===== src/rtl/fetch_mul_share_arb_if.sv =====
// rtl/fetch_mul_share_arb_if.sv - request/response bundle for the shared fetch multiplier
interface fetch_mul_share_arb_if #(
  parameter int N_REQ = 4,
  parameter int ID_W  = 2
);
  logic [N_REQ-1:0]    req_valid;
  logic [N_REQ-1:0]    req_ready;
  logic [16*N_REQ-1:0] req_a;
  logic [16*N_REQ-1:0] req_b;
  logic                rsp_valid;
  logic                rsp_ready;
  logic [27:0]         rsp_p;
  logic [ID_W-1:0]     rsp_id;
  logic                busy;

  modport master (
    output req_valid, req_a, req_b, rsp_ready,
    input  req_ready, rsp_valid, rsp_p, rsp_id, busy
  );

  modport slave (
    input  req_valid, req_a, req_b, rsp_ready,
    output req_ready, rsp_valid, rsp_p, rsp_id, busy
  );
endinterface


===== src/rtl/fetch_mul_share_arb.sv =====
// rtl/fetch_mul_share_arb.sv - round-robin shared 16x16->28 multiplier with credit-gated output FIFO
module fetch_mul_share_arb #(
  parameter int N_REQ      = 4,
  parameter int MUL_STAGES = 1,
  parameter int OUT_DEPTH  = 4,
  parameter int ID_W       = 2
) (
  input  logic                 ap_clk,
  input  logic                 ap_rst_n,
  fetch_mul_share_arb_if.slave bus
);
  localparam int CW = $clog2(OUT_DEPTH + MUL_STAGES + 1);
  localparam int AW = $clog2(OUT_DEPTH);

  // Reset asserts asynchronously, releases two clocks later in step with ap_clk.
  logic [1:0] rst_sync;
  logic       rst_n_i;

  always_ff @(posedge ap_clk or negedge ap_rst_n) begin
    if (!ap_rst_n) rst_sync <= 2'b00;
    else           rst_sync <= {rst_sync[0], 1'b1};
  end
  assign rst_n_i = rst_sync[1];

  logic [ID_W-1:0] ptr;
  logic [ID_W-1:0] gnt;
  logic            found;
  logic [ID_W:0]   cand;
  logic [CW-1:0]   count;
  logic [CW-1:0]   inflight;
  logic            issue_ok;
  logic            hs;

  always_comb begin
    found = 1'b0;
    gnt   = '0;
    cand  = '0;
    for (int i = 0; i < N_REQ; i++) begin
      cand = {1'b0, ptr} + (ID_W+1)'(i);
      if (cand >= (ID_W+1)'(N_REQ)) cand = cand - (ID_W+1)'(N_REQ);
      if (!found && bus.req_valid[cand[ID_W-1:0]]) begin
        found = 1'b1;
        gnt   = cand[ID_W-1:0];
      end
    end
  end

  // Everything issued but not yet popped holds a FIFO slot, so the pipeline never stalls.
  assign issue_ok      = (count + inflight) < CW'(OUT_DEPTH);
  assign hs            = rst_n_i & found & issue_ok;
  assign bus.req_ready = hs ? (N_REQ'(1) << gnt) : '0;

  logic            v_q;
  logic [15:0]     a_q;
  logic [15:0]     b_q;
  logic [ID_W-1:0] id_q;
  logic [27:0]     prod;

  always_ff @(posedge ap_clk or negedge rst_n_i) begin
    if (!rst_n_i) begin
      v_q  <= 1'b0;
      a_q  <= '0;
      b_q  <= '0;
      id_q <= '0;
      ptr  <= '0;
    end else begin
      v_q <= hs;
      if (hs) begin
        a_q  <= bus.req_a[16*gnt +: 16];
        b_q  <= bus.req_b[16*gnt +: 16];
        id_q <= gnt;
        ptr  <= (gnt == ID_W'(N_REQ-1)) ? '0 : gnt + ID_W'(1);
      end
    end
  end

  assign prod = 28'(a_q) * 28'(b_q);

  logic            out_v;
  logic [27:0]     out_p;
  logic [ID_W-1:0] out_id;
  logic            pipe_busy;

  generate
    if (MUL_STAGES == 1) begin : g_direct
      assign out_v     = v_q;
      assign out_p     = prod;
      assign out_id    = id_q;
      assign inflight  = CW'(v_q);
      assign pipe_busy = v_q;
    end else begin : g_pipe
      localparam int D = MUL_STAGES - 1;
      logic [D-1:0]    dv;
      logic [27:0]     dp  [D];
      logic [ID_W-1:0] did [D];

      always_ff @(posedge ap_clk or negedge rst_n_i) begin
        if (!rst_n_i) begin
          dv <= '0;
          for (int k = 0; k < D; k++) begin
            dp[k]  <= '0;
            did[k] <= '0;
          end
        end else begin
          dv <= D'({dv, v_q});
          dp[0]  <= prod;
          did[0] <= id_q;
          for (int k = 1; k < D; k++) begin
            dp[k]  <= dp[k-1];
            did[k] <= did[k-1];
          end
        end
      end

      always_comb begin
        inflight = CW'(v_q);
        for (int k = 0; k < D; k++) inflight = inflight + CW'(dv[k]);
      end

      assign out_v     = dv[D-1];
      assign out_p     = dp[D-1];
      assign out_id    = did[D-1];
      assign pipe_busy = v_q | (|dv);
    end
  endgenerate

  logic [27:0]     mem_p  [OUT_DEPTH];
  logic [ID_W-1:0] mem_id [OUT_DEPTH];
  logic [AW-1:0]   wr_ptr;
  logic [AW-1:0]   rd_ptr;
  logic            pop;

  assign bus.rsp_valid = (count != '0);
  assign pop           = bus.rsp_valid & bus.rsp_ready;

  // Storage is cleared on reset so the head reads zero before the first push.
  always_ff @(posedge ap_clk or negedge rst_n_i) begin
    if (!rst_n_i) begin
      wr_ptr <= '0;
      rd_ptr <= '0;
      count  <= '0;
      for (int k = 0; k < OUT_DEPTH; k++) begin
        mem_p[k]  <= '0;
        mem_id[k] <= '0;
      end
    end else begin
      if (out_v) begin
        mem_p[wr_ptr]  <= out_p;
        mem_id[wr_ptr] <= out_id;
        wr_ptr <= (wr_ptr == AW'(OUT_DEPTH-1)) ? '0 : wr_ptr + AW'(1);
      end
      if (pop) rd_ptr <= (rd_ptr == AW'(OUT_DEPTH-1)) ? '0 : rd_ptr + AW'(1);
      if (out_v && !pop)      count <= count + CW'(1);
      else if (!out_v && pop) count <= count - CW'(1);
    end
  end

  assign bus.rsp_p  = mem_p[rd_ptr];
  assign bus.rsp_id = mem_id[rd_ptr];
  assign bus.busy   = pipe_busy | (count != '0);
endmodule


===== src/flat_wrapper.sv =====
// flat-port wrapper written by rule: the top's interface ports become plain ports
module fetch_mul_share_arb_flat 
#(
  parameter int N_REQ      = 4,
  parameter int MUL_STAGES = 1,
  parameter int OUT_DEPTH  = 4,
  parameter int ID_W       = 2
)
  (ap_clk, ap_rst_n, bus_req_valid, bus_req_a, bus_req_b, bus_rsp_ready, bus_req_ready, bus_rsp_valid, bus_rsp_p, bus_rsp_id, bus_busy);
  fetch_mul_share_arb_if #(.N_REQ(N_REQ), .ID_W(ID_W)) bus_i ();
  input  logic ap_clk;
  input  logic ap_rst_n;
  input wire logic [$bits(bus_i.req_valid)-1:0] bus_req_valid;
  input wire logic [$bits(bus_i.req_a)-1:0] bus_req_a;
  input wire logic [$bits(bus_i.req_b)-1:0] bus_req_b;
  input wire logic [$bits(bus_i.rsp_ready)-1:0] bus_rsp_ready;
  output wire logic [$bits(bus_i.req_ready)-1:0] bus_req_ready;
  output wire logic [$bits(bus_i.rsp_valid)-1:0] bus_rsp_valid;
  output wire logic [$bits(bus_i.rsp_p)-1:0] bus_rsp_p;
  output wire logic [$bits(bus_i.rsp_id)-1:0] bus_rsp_id;
  output wire logic [$bits(bus_i.busy)-1:0] bus_busy;
  assign bus_i.req_valid = bus_req_valid;
  assign bus_i.req_a = bus_req_a;
  assign bus_i.req_b = bus_req_b;
  assign bus_i.rsp_ready = bus_rsp_ready;
  assign bus_req_ready = bus_i.req_ready;
  assign bus_rsp_valid = bus_i.rsp_valid;
  assign bus_rsp_p = bus_i.rsp_p;
  assign bus_rsp_id = bus_i.rsp_id;
  assign bus_busy = bus_i.busy;
  fetch_mul_share_arb #(.N_REQ(N_REQ), .MUL_STAGES(MUL_STAGES), .OUT_DEPTH(OUT_DEPTH), .ID_W(ID_W)) u_core (.ap_clk(ap_clk), .ap_rst_n(ap_rst_n), .bus(bus_i));
endmodule

===== config.mk =====
export PLATFORM = sky130hd
export DESIGN_NAME = fetch_mul_share_arb_flat
export DESIGN_NICKNAME = d
export VERILOG_FILES = /design/src/rtl/fetch_mul_share_arb_if.sv /design/src/rtl/fetch_mul_share_arb.sv /design/src/flat_wrapper.sv
export SDC_FILE = /design/constraint.sdc
export NUM_CORES = 1
export LEC_CHECK = 0
export BUFFER_PORTS_ARGS = -buffer_cell sky130_fd_sc_hd__buf_2
export CAP_MARGIN = 20
export CORE_UTILIZATION = 40
export CTS_CLUSTER_SIZE = 30
export DETAILED_ROUTE_END_ITERATION = 12
export SETUP_SLACK_MARGIN = 0.15
export SLEW_MARGIN = 40
export SYNTH_ARGS = -nofsm -noshare
export SYNTH_HDL_FRONTEND = slang
export SYNTH_SLANG_ARGS = --single-unit

===== constraint.sdc =====
create_clock -name ap_clk -period 9.43 [get_ports ap_clk]
set_input_delay 0.4715 -clock ap_clk [delete_from_list [all_inputs] [get_ports ap_clk]]
set_output_delay 0.4715 -clock ap_clk [all_outputs]
set_load 0.03 [all_outputs]

; Word level (Yosys, flattened, before mapping)
; Cells that the tools add are included.
; W data, S select, Z words.
[word_totals]
word_cells = 106
n_memories = 0
ram_bits = 0
latch_bits = 0
register_bits = 166
rom_bits = 0
[op_classes]
eq_ne = 3
magnitude_cmp = 12
bitwise = 6
add_sub_neg = 13
div = 0
mux = 38
n_mul = 1
n_reduce_logical = 13
shift = 3
[op_table]
columns = op, n
row1 = $shiftx A64 B7 Y16, 2
row2 = $bwmux W112, 1
row3 = $mux W28, 3
row4 = $bmux W28 S2, 1
row5 = $demux W28 S2, 1
row6 = $mul A16 B16 Y28, 1
row7 = $mux W2, 14
row8 = $ge A3 B3 Y1 const B, 5
row9 = $lt A2 B3 Y1 const B, 4
row10 = $bmux W1 S2, 4
row11 = $bwmux W8, 1
row12 = $mux W1, 8
row13 = $sub A2 B1 Y2 const B, 4
row14 = $add A2 B1 Y2 const B, 3
row15 = $add A2 B2 Y3 const B, 2
row16 = $eq A2 B2 Y1 const B, 3
row17 = $logic_and A1 B1 Y1, 6
row18 = $mux W3, 2
row19 = $not A2 Y3, 2
row20 = $logic_not A1 Y1, 5
row21 = $bmux W2 S2, 1
row22 = $demux W2 S2, 1
row23 = $mux W4, 1
row24 = $shl A1 B2 Y4 const A, 1
row25 = 11 further kinds, 13

; Depth between registers and ports, before layout
; Gate-level depths: netlist (run 1).
[logic_depth]
depth_word = 17
ltp_mapped = 23
mapped_depth_nobuf = 21

; Worst setup path before layout (run 1)
; OpenSTA, ideal clock, no wires.
[synth_timing]
kind = register to register
from = reg u_core.a_q[7]
to = reg u_core.mem_p[110] (netlist name)
required_ns = 9.326
arrival_time_ns = 5.765
path_buffers = 3
path_stages_with_launch = 22
slack_ns = 3.561
path_cell_list = dfrtp_1 -> clkbuf_1 -> clkbuf_1 -> nand2_1 -> fa_1 -> fa_1 -> fa_1 -> fa_1 -> inv_1 -> fa_1 -> inv_1 -> fa_1 -> inv_1 -> ha_1 -> buf_6 -> and4_4 -> nand3_2 -> or3_4 -> a21oi_4 -> nor3_2 -> or4_1 -> o311ai_1
[synth_via]
elab_chain_len = 2
[synth_rtl]
columns = item, line_no
row1 = start: declaration, fetch_mul_share_arb.sv:54  ; logic [15:0] a_q;
row2 = start signal: assignment, fetch_mul_share_arb.sv:69  ; a_q <= bus.req_a[16*gnt +: 16];
row3 = $mul A16 B16 Y28, fetch_mul_share_arb.sv:77  ; assign prod = 28'(a_q) * 28'(b_q);
row4 = $bwmux W112, fetch_mul_share_arb.sv:148  ; mem_p[wr_ptr] <= out_p;
row5 = end signal: indexed assignment, fetch_mul_share_arb.sv:148
row6 = end: declaration, fetch_mul_share_arb.sv:127  ; logic [27:0] mem_p [OUT_DEPTH];
; Every way passes these cells.
; A chain may end at the register's enable or synchronous reset.

; Worst setup path after layout (run 1)
[layout_timing]
from = reg u_core.a_q[11]
to = reg u_core.mem_p[81] (netlist name)
; Same word-level chain as after synthesis.

==> impl_metrics.toml, run 1 <==
[place]
gp_congestion = 0.883
hpwlAfterDp_um = 31500
io_buffers = 170

[cells_and_area]
layout_commonest_cell = "nand2_1"
multiInputGateArea_sq_um = 11300
nNetsFinal = 2304
fillers = 4079
drive_gt1_share_pct = 16.8
n_antenna_cell = 0
syn_to_final_growth_pct = 11.1
final_cell_mix = "nand2_1, inv_1, fa_1, buf_2, dfrtp_1"
regArea_sq_um = 4160

[worst_setup_path]
critPathCapture = "u_core.mem_p[81]"
critical_path_class = "flop to flop"
r2r_cells = 18
reg2reg_to = "u_core.mem_p[81]"
critPathMaxFanout = 17
ff2ff_setup_slack_ns = 2.84
slowest_delay_ns = 0.74
critPathLaunchType = "flop"
slowest_stage = "dfrtp_1"
end_kind = "flop"
crit_required_ns = 9.75
reg2reg_from = "u_core.a_q[11]"
arrival_ns = 6.90
crit_chain = "nand2_1 > fa_1 > inv_1 > fa_1 > fa_1 > fa_1 > fa_1 > inv_1 > fa_1 > inv_1 > ha_1 > a21oi_1 > o211ai_1 > or2_2 > nor3_1 > o31ai_1 > a211oi_2 > o31ai_1"
cpMostUsedCell = "fa_1"
setup.worst_path.start = "u_core.a_q[11]"

[die]
ios = 171
core_sq_um = 41100
num_rows = 74
fp.dieW_um = 207
die_h_um = 207
initial_core_util_pct = 40.8
die_area_sq_um = 42800

[synth]
synth_cell_types = 68
synth-compound-area-share_pct = 7.11
async_flop_share_pct = 100
syn_nets = 2197
synth_fa_ha_area_share_pct = 29.6
ys_warn_count = 0
synthTopCellsByArea = "dfrtp_1, fa_1, nand2_1"
synth_top_flop_cell = "dfrtp_1"
netlist_area_sq_um = 16800
yosys.area.top_type = "dfrtp_1"
syn_avg_cell_area_sq_um = 9.43
synth_seq_cells = 166
synthMuxAreaShare_pct = 11.7
synth-simple-area-share_pct = 17.7
seq_area_frac_synth_pct = 24.8
synth_cells = 1779
synth-xor-area-share_pct = 1.25
synth_top_family_by_area = "adder cells"
synth-edff-count = 0
synth_top_area_share_pct = 24.8

[sta]
period_needed_ns = 6.59
tns_ns = 0
relSlewSlack_pct = 47.8
final-setup-viol-count = 0
slew_viol_final = 0
final-hold-violation-count = 0
max_freq_mhz = 152
worst_pin_slew_ns = 0.777
rsz0062_at_grt = "false"
min_period_over_period_pct = 69.8
finClkSkew_ns = 0.0143

[clock_network]
clock_latency_ns = 0.46
post_cts_buffers = 0
cts_max_path_buffers = 2
path_clk_slew_ns = 0.07
clock-sinks = 166
cts-buffers-inserted = 17
cts_max_level = 4
root_buffer = "clkbuf_16"
cts_tree = "yes"

[route]
initialDrtViolationCount = 782
via_count = 12600
drc = 0
dr.pass1.iters = 9
vias_per_cell = 5.19
drtAntennaViolNets = 0
wl_per_cell_um = 17.3
drt_wl_total_um = 42000

[job]
cap_viol_max_count = 0

[global_routing]
grt_start_max_net_pins = 70
grt_pass1_vias = 12600
antenna_found_initial = 0
grt-ovfl-total = 0
grt_pass1_wl_um = 67500
track_usage_pct = 20.4

[worst_hold_path]
hold_path_class = "input pin to asynchronous set/reset pin"

[status]
status = "complete, no violations"
synth_stat cells, types with 8 or more instances:
library cell  count
dfrtp_1         166
xor2_1            8
nand3_1          29
a21oi_1          16
mux2_2           50
o21ai_0          73
and2_1          132
o311a_1           8
buf_1            14
mux2i_1          72
nand2_1         369
fa_1            190
or4_1             8
ha_1             93
xnor2_1          16
inv_1           245
and3_1            9
nand2b_1          9
nor2_1           27
clkbuf_1         71
a21o_1           10
o31ai_1          19
mux4_2           30
state kept, by name, indices dropped and copies added, names as in the netlist:
register,cells
u_core.mem_p,112
u_core.rst_sync,2
u_core.out_v,1
u_core.mem_id,8
u_core.ptr,2
u_core.rd_ptr,2
u_core.id_q,2
u_core.b_q,16
u_core.count,3
u_core.a_q,16
u_core.wr_ptr,2
worst min path at each step:
stage / to / cells after the start / startpoint / slack (ns)
final: u_core.rst_sync[1] / 2 / ap_rst_n / 0.33
after global routing: u_core.rst_sync[1] / 2 / ap_rst_n / 0.33
after CTS: u_core.rst_sync[1] / 2 / ap_rst_n / 0.31
after detailed placement: u_core.rst_sync[0] / 1 / ap_rst_n / 0.27
after global placement: u_core.rst_sync[0] / 1 / ap_rst_n / 0.26
after floorplan: u_core.rst_sync[0] / 0 / ap_rst_n / 0.18
kinds of logic after synthesis:
family                   after synthesis
flip-flops                           166
multiplexers                         152
AO/OA/AOI/OAI                        179
buffers and inverters                341
other                                  1
AND/OR/NAND/NOR                      633
XOR/XNOR                              24
adder cells (fa/ha/maj)              283
timing repair:
action                     in CTS  in global routing
hold endpoints to repair        2                  0
gates resized for setup         0                  0
setup endpoints to repair       0                  0
hold buffers                    1                  0
metal layers:
layer / share of wire (%) / global-route usage, % / up-vias
li1: - / - / 5931
met5: 0 / 0 / -
met3: 4.3 / 2.62 / 29
met1: 48 / 29.2 / 6342
met4: 1.0 / 4.43 / 0
met2: 47 / 33.0 / 312
area by class of cell:
cell class              count  area share (%)
clock buffers              19            2.38
clock inverters            13           0.759
inverters                 246            4.96
multi-input cells        1272            60.8
flip-flops and latches    166            22.3
well taps                 532            3.57
repair buffers            183            5.16
metrics by stage:
| step | instances | hold slack (ns) | worst slack (ns) | cell area [sq um] | utilization [%] |
|---|---|---|---|---|---|
| 2_1_floorplan | 1779 | 0.176 | 3.56 | 16800 | - |
| 3_3_place_gp | 2398 | 0.264 | 2.92 | 18000 | 43.8 |
| 3_5_place_dp | 2398 | 0.266 | 2.89 | 18000 | 43.9 |
| 5_1_grt | 2431 | 0.334 | 2.53 | 18600 | 45.3 |
| 4_1_cts | 2431 | 0.310 | 2.87 | 18600 | 45.3 |
| 6_report | 2431 | 0.330 | 2.84 | 18600 | 45.3 |
worst max-delay path, delay by kind of cell (launching register included):
family	cells	cell delay, ns
adder cells (fa/ha/maj)	7	3.40
AO/OA/AOI/OAI	5	1.20
AND/OR/NAND/NOR	3	0.98
flip-flops	1	0.74
buffers and inverters	3	0.15
Power of run 1 is left out: the tool's default activity adds up to more than one toggle a clock period on the data nets, which glitch-free logic cannot reach.
==> run 2, diff against run 1 <==
--- a/config.mk
+++ b/config.mk
@@ -5,6 +5,7 @@
 export SDC_FILE = /design/constraint.sdc
 export NUM_CORES = 1
 export LEC_CHECK = 0
+export ABC_AREA = 1
 export BUFFER_PORTS_ARGS = -buffer_cell sky130_fd_sc_hd__buf_2
 export CAP_MARGIN = 20
 export CORE_UTILIZATION = 40
==> constraint.sdc (replaced) <==
create_clock -name ap_clk -period 5.9 [get_ports ap_clk]
set_input_delay 0.295 -clock ap_clk [delete_from_list [all_inputs] [get_ports ap_clk]]
set_output_delay 0.295 -clock ap_clk [all_outputs]
set_load 0.03 [all_outputs]
==> run 2 against run 1 <==
- sequential share of layout area fell by 0.92 points
- first-iteration DRC count up 26%
- clock skew is 0.00084 ns lower
- core utilization is 1.3 points higher
- synthesized cell count is 32% higher
- critical path type unchanged
- largest cell class unchanged
- highest routed layer unchanged
==> impl_metrics.toml, run 2 <==
[worst_setup_path]
reg2reg_from = "u_core.a_q[6]"
arrival_ns = 5.85
reg2reg_to = "u_core.mem_p[79]"
ff2ff_setup_slack_ns = 0.38
end_kind = "flop"
critPathMaxFanout = 9
critical_path_class = "flop to flop"
critPathLaunchType = "flop"
crit_required_ns = 6.24
r2r_cells = 20

[sta]
tns_ns = 0
final-setup-viol-count = 0
finClkSkew_ns = 0.0134
max_freq_mhz = 181
min_period_over_period_pct = 93.5
rsz0062_at_grt = "true"
slew_viol_final = 0
final-hold-violation-count = 0
worst_pin_slew_ns = 0.763
period_needed_ns = 5.52
relSlewSlack_pct = 49.1

[status]
status = "complete, no violations"

[synth]
synth_top_flop_cell = "dfrtp_1"
async_flop_share_pct = 100
yosysMostFrequentCell = "nand2_1"
syn_nets = 2762
synth_cell_types = 37
ys_warn_count = 0
synthTopCellsByCount = "nand2_1, inv_1, fa_1"
syn_avg_cell_area_sq_um = 7.27
synth_cells = 2344
yosys.area.top_type = "dfrtp_1"
netlist_area_sq_um = 17000
synth_top_area_share_pct = 24.4
synthTopCellsByArea = "dfrtp_1, fa_1, nand2_1"
synth_seq_cells = 166
seq_area_frac_synth_pct = 24.4
synth-edff-count = 0

[die]
fp.dieW_um = 208
ios = 171
die_h_um = 208
num_rows = 75
die_area_sq_um = 43400
core_sq_um = 41900
initial_core_util_pct = 40.6

[cells_and_area]
nNetsFinal = 2906
drive_gt1_share_pct = 14.8
layout_commonest_cell = "nand2_1"
final_cell_mix = "nand2_1, inv_1, fa_1, buf_2, dfrtp_1"
syn_to_final_growth_pct = 14.8
n_antenna_cell = 0
largestRegisters = "u_core.mem_p (112), u_core.a_q (16), u_core.b_q (16)"
fillers = 4259
largest_reg_flops = 112
top_register = "u_core.mem_p"

[clock_network]
cts_tree = "yes"
cts_max_level = 4
clock-sinks = 166
root_buffer = "clkbuf_16"
path_clk_slew_ns = 0.07
clock_latency_ns = 0.45
cts_max_path_buffers = 2
cts-buffers-inserted = 17

[route]
initialDrtViolationCount = 987
via_count = 14900
drt_wl_total_um = 46000
drc = 0
drtAntennaViolNets = 0
vias_per_cell = 4.91
dr.pass1.iters = 5
wl_per_cell_um = 15.1

[job]
cap_viol_max_count = 0

[global_routing]
grt_pass1_wl_um = 76300
antenna_found_initial = 0
track_usage_pct = 21.9
grt_start_max_net_pins = 69
grt-ovfl-total = 0
grt_pass1_vias = 15000

[place]
gp_congestion = 0.961
hpwlAfterDp_um = 35200
io_buffers = 170

[worst_hold_path]
whs_endpoint = "u_core.a_q[0]"
min-delay-start = "bus_req_a[16]"
worstHoldPathCells = 5
hold_path_class = "input pin to flop"
-- run 2: cell types whose count changed in the layout (fill, tap and decap cells not counted), moves of 69 or more --
cell and change:
nor2_1 +75, and2_1 -132, inv_1 +181, nand2_1 +434
o21ai_0 +69, nand3_1 +108, mux2i_1 -72
-- run 2: cell type report --
cell class | instances | area, sq um | area share, %
multi-input combinational | 1615 | 10900 | 55.5
sequential | 166 | 4190 | 21.4
inverter | 433 | 1630 | 8.32
timing repair buffer | 255 | 1580 | 8.09
tap | 539 | 674 | 3.45
clock buffer | 19 | 453 | 2.31
clock inverter | 13 | 181 | 0.927
-- run 2: layer usage --
layer | part of all wire [%] | vias to the layer above | global-route usage, %
li1 | - | 7320 | -
met1 | 46 | 7138 | 29.6
met2 | 48 | 416 | 37.8
met3 | 4.8 | 38 | 2.84
met4 | 1.0 | 0 | 4.11
met5 | 0 | - | 0
-- run 2: logic make-up after synthesis --
| logic type | share of synthesized area, % |
|---|---|
| adder cells (fa/ha/maj) | 29.1 |
| AO/OA/AOI/OAI | 6.56 |
| XOR/XNOR | 0.976 |
| AND/OR/NAND/NOR | 26.0 |
| buffers and inverters | 12.9 |
| other | 0.0220 |
| flip-flops | 24.4 |
| multiplexers | 0.0661 |
-- run 2: critical path: stages (launching register included) --
cell	delay, ns
dfrtp_2	0.43
buf_4	0.21
nand2_1	0.08
fa_1	0.48
fa_1	0.49
inv_1	0.06
fa_1	0.50
inv_1	0.06
fa_1	0.55
fa_1	0.43
fa_1	0.49
inv_1	0.04
ha_1	0.34
a21oi_1	0.30
o21a_1	0.20
o21ai_0	0.09
nand2_1	0.08
nand3_1	0.09
or2_2	0.32
nand3_1	0.08
nand2_1	0.06
-- run 2: how the worst max path moves through the flow --
stage	from	to	slack, ns	cells past startpoint
floorplan	u_core.rst_sync[1]	bus_req_ready[0]	0.31	5
global placement	u_core.a_q[5]	u_core.mem_p[97]	0.15	23
global route	u_core.b_q[4]	u_core.mem_p[83]	0.13	23
CTS	u_core.b_q[9]	u_core.mem_p[104]	0.15	20
finish	u_core.a_q[6]	u_core.mem_p[79]	0.38	20
detailed placement	u_core.a_q[11]	u_core.mem_p[17]	0.06	20
-- run 2: repair_timing --
| item | 4_1_cts | 5_1_grt |
|---|---|---|
| endpoints found under the setup margin | 35 | 68 |
| hold buffers | 1 | 0 |
| gates resized for setup | 2 | 65 |
| buffers inserted | 0 | 17 |
| pin swaps | 0 | 9 |
| hold endpoints to repair | 2 | 0 |
-- run 2: stage by stage --
stage               cells  hold WS (ns)  cell area, sq um  setup WS, ns  utilization (%)
floorplan            2344     -0.000591             17000         0.313                -
global placement     2990        0.0792             18500         0.153             44.2
detailed placement   2990        0.0809             18500        0.0649             44.2
CTS                  3023         0.130             19200         0.152             45.7
global route         3040         0.129             19600         0.127             46.7
finish               3040         0.143             19600         0.382             46.7
Power of run 2 is left out for the same reason.
